File: src/rtl/fact_pkg.sv
// Shared types and constants for the iterative factorial engine.
package fact_pkg;

  typedef enum logic {
    IDLE = 1'b0,
    RUN  = 1'b1
  } state_t;

  localparam int unsigned ACC_INIT   = 1;
  localparam int unsigned CMP_THRESH = 1;

endpackage

File: src/rtl/fact_down_cnt.sv
// Loadable down-counter holding the next factorial multiplicand.
module fact_down_cnt #(
  parameter int unsigned SIZE = 8
) (
  input  logic            clk,
  input  logic            rst,
  input  logic            i_load,
  input  logic            i_en,
  input  logic [SIZE-1:0] i_d,
  output logic [SIZE-1:0] o_q
);

  logic [SIZE-1:0] r_q;

  // Load has priority over decrement.
  always_ff @(posedge clk) begin
    if (rst) begin
      r_q <= '0;
    end else if (i_load) begin
      r_q <= i_d;
    end else if (i_en) begin
      r_q <= r_q - SIZE'(1);
    end
  end

  assign o_q = r_q;

endmodule

File: src/rtl/fact_iter_unit.sv
// Iterative unsigned factorial: result = n! mod 2^SIZE, one multiply per cycle.
module fact_iter_unit
  import fact_pkg::*;
#(
  parameter int unsigned SIZE = 8
) (
  input  logic            clk,
  input  logic            rst,
  input  logic            start,
  input  logic [SIZE-1:0] n,
  output logic            busy,
  output logic            done,
  output logic [SIZE-1:0] result,
  output logic            overflow
);

  localparam int unsigned PW = 2 * SIZE;

  state_t          r_state;
  state_t          w_state_nxt;
  logic [SIZE-1:0] r_acc;
  logic [SIZE-1:0] w_acc_nxt;
  logic            r_ovf_run;
  logic            w_ovf_run_nxt;
  logic [SIZE-1:0] r_result;
  logic [SIZE-1:0] w_result_nxt;
  logic            r_overflow;
  logic            w_overflow_nxt;
  logic            r_busy;
  logic            w_busy_nxt;
  logic            r_done;
  logic            w_done_nxt;

  logic            w_load;
  logic            w_dec;
  logic [SIZE-1:0] w_cnt;
  logic            w_gt;
  logic [PW-1:0]   w_prod;
  logic            w_prod_ovf;

  fact_down_cnt #(.SIZE(SIZE)) u_cnt (
    .clk    (clk),
    .rst    (rst),
    .i_load (w_load),
    .i_en   (w_dec),
    .i_d    (n),
    .o_q    (w_cnt)
  );

  // Full-width product so overflow sees the bits dropped by truncation.
  assign w_gt       = (w_cnt > SIZE'(CMP_THRESH));
  assign w_prod     = PW'(r_acc) * PW'(w_cnt);
  assign w_prod_ovf = |w_prod[PW-1:SIZE];

  always_ff @(posedge clk) begin
    if (rst) begin
      r_state    <= IDLE;
      r_acc      <= '0;
      r_ovf_run  <= 1'b0;
      r_result   <= '0;
      r_overflow <= 1'b0;
      r_busy     <= 1'b0;
      r_done     <= 1'b0;
    end else begin
      r_state    <= w_state_nxt;
      r_acc      <= w_acc_nxt;
      r_ovf_run  <= w_ovf_run_nxt;
      r_result   <= w_result_nxt;
      r_overflow <= w_overflow_nxt;
      r_busy     <= w_busy_nxt;
      r_done     <= w_done_nxt;
    end
  end

  always_comb begin
    w_state_nxt    = r_state;
    w_acc_nxt      = r_acc;
    w_ovf_run_nxt  = r_ovf_run;
    w_result_nxt   = r_result;
    w_overflow_nxt = r_overflow;
    w_busy_nxt     = r_busy;
    w_done_nxt     = 1'b0;
    w_load         = 1'b0;
    w_dec          = 1'b0;
    case (r_state)
      IDLE: begin
        if (start) begin
          w_load        = 1'b1;
          w_acc_nxt     = SIZE'(ACC_INIT);
          w_ovf_run_nxt = 1'b0;
          w_busy_nxt    = 1'b1;
          w_state_nxt   = RUN;
        end
      end
      RUN: begin
        if (w_gt) begin
          w_dec         = 1'b1;
          w_acc_nxt     = w_prod[SIZE-1:0];
          w_ovf_run_nxt = r_ovf_run | w_prod_ovf;
        end else begin
          w_result_nxt   = r_acc;
          w_overflow_nxt = r_ovf_run;
          w_done_nxt     = 1'b1;
          w_busy_nxt     = 1'b0;
          w_state_nxt    = IDLE;
        end
      end
      default: w_state_nxt = IDLE;
    endcase
  end

  assign busy     = r_busy;
  assign done     = r_done;
  assign result   = r_result;
  assign overflow = r_overflow;

endmodule

File: config.mk
export PLATFORM = sky130hd
export DESIGN_NAME = fact_iter_unit
export DESIGN_NICKNAME = d
export VERILOG_FILES = /design/src/rtl/fact_pkg.sv /design/src/rtl/fact_down_cnt.sv /design/src/rtl/fact_iter_unit.sv
export SDC_FILE = /design/constraint.sdc
export NUM_CORES = 1
export LEC_CHECK = 0
export CAP_MARGIN = 20
export CORE_MARGIN = 5
export CORE_UTILIZATION = 60
export CTS_CLUSTER_DIAMETER = 150
export DETAILED_ROUTE_END_ITERATION = 12
export GPL_ROUTABILITY_DRIVEN = 0
export PLACE_DENSITY = 0.81
export REMOVE_ABC_BUFFERS = 1
export SLEW_MARGIN = 10
export SYNTH_ARGS = -nofsm -noshare
export SYNTH_HDL_FRONTEND = slang
export SYNTH_HIERARCHICAL = 1
export SYNTH_SLANG_ARGS = --single-unit
File: constraint.sdc
create_clock -name clk -period 5.1 [get_ports clk]
set_input_delay 1.02 -clock clk [delete_from_list [all_inputs] [get_ports clk]]
set_output_delay 1.02 -clock clk [all_outputs]
set_load 0.03 [all_outputs]
==> impl_metrics.ini <==
[worst_setup_path]
cp.arrival_ns = 4.87
critPathRequiredTime_ns = 5.28
cp-start-kind = flip-flop
end_kind = flip-flop
critPathKind = reg -> reg
regToRegSetupSlack_ns = 0.41
cp_max_fo = 12

[drt]
wirelength_mm = 7.89
dr.pass1.iters = 4
postRouteAntennaNets = 0
vias_per_cell = 5.75
drc = 0
num_vias = 2863
drt-initial-drc-count = 200
wl_per_cell_um = 15.8

[clocking]
htreeDepth = 2
hold_buffers = 0
numCtsBuffers = 5
postCtsSetupBuffers = 0
cts_root_buffer = clkbuf_8
clock-sinks = 29
cts_tree = built
clk_latency_ns = 0.29
clockBufferDepth = 2
cts_resized = 0
path_clk_slew_ns = 0.08

[finish]
n_antenna_cell = 0
final_util_pct = 68.2
nFillCells = 471
drive_gt1_share_pct = 5.87
layout_common_cells = 62 x nand2_1, 58 x inv_1, 37 x ha_1
layout_commonest_cell = nand2_1
final_nets = 509
area_growth_pct = 9.68

[grt]
grt_use_met3_pct = 3.94
use_met2_pct = 38.3
antenna_found_initial = 0
grt_pass1_wl_mm = 13.4
grt_pass1_vias = 2896
grt_start_max_net_pins = 31
met1_usage_pct = 29.3
grt-ovfl-total = 0
grt_usage_pct = 22.7
grt-busiest-layer = met2

[yosys]
synth-adder-area-share_pct = 34.2
syn_area_um2 = 3460
synth_xor_area_share_pct = 1.77
ys.flop_type = dfxtp_1
synthCells = 415
synth.distinct_cells = 59
synth_top_family_by_area = adder cells
synth_top_cell_by_area = fa_1
yosysSeqAreaShare_pct = 16.8
synthTopCellsByArea = fa_1 21%, dfxtp_1 17%, ha_1 13%
synth_warnings = 6
synth_mux_area_share_pct = 1.48
avgSynthCellArea_um2 = 8.35
synth_edf_count = 0
synth-seq-cells = 29
async_reset_ff_share_pct = 0
synthDominantCellAreaShare_pct = 20.8
synth-compound-area-share_pct = 13.6
yosys.area_share.simple_pct = 22.8

[power_and_ir_drop]
peakVddDrop_v = 0.000174
p_leak_nw = 1.75
power.density_nw_per_um2 = 174
clkPwrFrac_pct = 39.0
power.internal_w = 0.000453
combPwrFrac_pct = 19.2
p_sw_share_pct = 31.6
p_switching_w = 0.000209
seqPwrFrac_pct = 41.8

[worst_hold_path]
min_path_type = reg -> reg

[timing]
fmax_mhz = 213
rsz0062_at_grt = no
max-slew-margin-rel_pct = 63.1
hold_violations = 0
fin_crit_sh_pct = 91.9
period_minus_slack_ns = 4.69
slew_viol_final = 0
setup-violations-final = 0
finalClockSkew_ns = 0.0120
whs_ns = 0.456
fin_setup_tns_ns = 0
worstMarginPinSlew_ns = 0.553

[place]
dp_hpwl_mm = 5.86
portBuffers = 21

[floorplan]
die_h_um = 86.0
start_util_pct = 62.2
die_w_um = 86.0
rows = 27
die-area_um2 = 7390
coreArea_um2 = 5570
io_pins = 22

[flow_run]
drv_cap = 0

[outcome]
status = completed
-- power by group through the flow --
stage	sequential, W	clock [W]	combinational [W]
after global placement	0.000280	0	0.000123
after detailed placement	0.000281	0	0.000126
after floorplan	0.000270	0	0.0000834
after global routing	0.000280	0.000278	0.000142
final	0.000277	0.000258	0.000127
after CTS	0.000276	0.000261	0.000127
-- state kept, by name, summed over array words and instances, names as in the netlist --
| name | cells |
|---|---|
| r_acc | 8 |
| result | 8 |
| u_cnt/o_q | 8 |
| busy | 1 |
| done | 1 |
| overflow | 1 |
| r_ovf_run | 1 |
| r_state | 1 |
-- logic make-up after synthesis --
| group | Yosys count |
|---|---|
| flip-flops | 29 |
| AO/OA/AOI/OAI | 66 |
| buffers and inverters | 81 |
| AND/OR/NAND/NOR | 154 |
| multiplexers | 5 |
| adder cells (fa/ha/maj) | 73 |
| XOR/XNOR | 7 |
-- cell usage after synthesis (all sizes together), types with 2 or more instances --
cell type / instances
nand2: 62
inv: 61
ha: 37
fa: 36
and2: 34
dfxtp: 29
a21oi: 28
nor2: 16
clkbuf: 13
nand3: 8
o21ai: 8
buf: 7
nor3: 7
a211oi: 5
nand2b: 5
nor2b: 5
mux2i: 4
or4: 4
xnor2: 4
a2111oi: 3
a21o: 3
o21a: 3
xor2: 3
a22oi: 2
a311oi: 2
nand4: 2
nor3b: 2
nor4: 2
o211ai: 2
-- through the flow --
step	area [um^2]	instances	power (W)	setup WS, ns
final	3800	498	0.000662	0.412
after floorplan	3370	395	0.000354	0.744
after detailed placement	3680	490	0.000407	0.447
after global routing	3800	498	0.000700	0.159
after CTS	3800	498	0.000664	0.445
after global placement	3680	490	0.000403	0.540
-- critical path, cell delays in order (launching register included) --
cell      delay, ns
dfxtp_1        0.57
nand2_1        0.15
fa_1           0.53
fa_1           0.55
inv_1          0.06
fa_1           0.52
inv_1          0.05
fa_1           0.52
inv_1          0.04
ha_1           0.25
a21oi_1        0.33
o211ai_1       0.19
nand3_1        0.17
mux2i_1        0.20
o311ai_0       0.14
o41a_1         0.32
-- routing by layer --
| layer | share of wire [%] | wire (um) |
|---|---|---|
| met3 | 5.0 | 392 |
| met1 | 45 | 3540 |
| met4 | 1.4 | 107 |
| met2 | 49 | 3850 |
| met5 | 0 | 0 |
-- worst paths after layout --
| check | start | endpoint | cells past startpoint |
|---|---|---|---|
| hold reg to reg | result[7] | result[7] | 2 |
| setup reg to reg | u_cnt/o_q[7] | r_ovf_run | 15 |
| setup / recovery | u_cnt/o_q[7] | r_ovf_run | 15 |
| hold / removal | result[7] | result[7] | 2 |
-- layout make-up --
type / instances / area [um^2] / area share, %
well taps: 72 / 90.1 / 2.37
clock inverters: 1 / 30.0 / 0.790
repair buffers: 23 / 225 / 5.93
flip-flops and latches: 29 / 581 / 15.3
inverters: 61 / 231 / 6.09
clock buffers: 7 / 86.3 / 2.27
multi-input cells: 305 / 2560 / 67.3
Note: power is estimated with default switching activity, not from simulation.
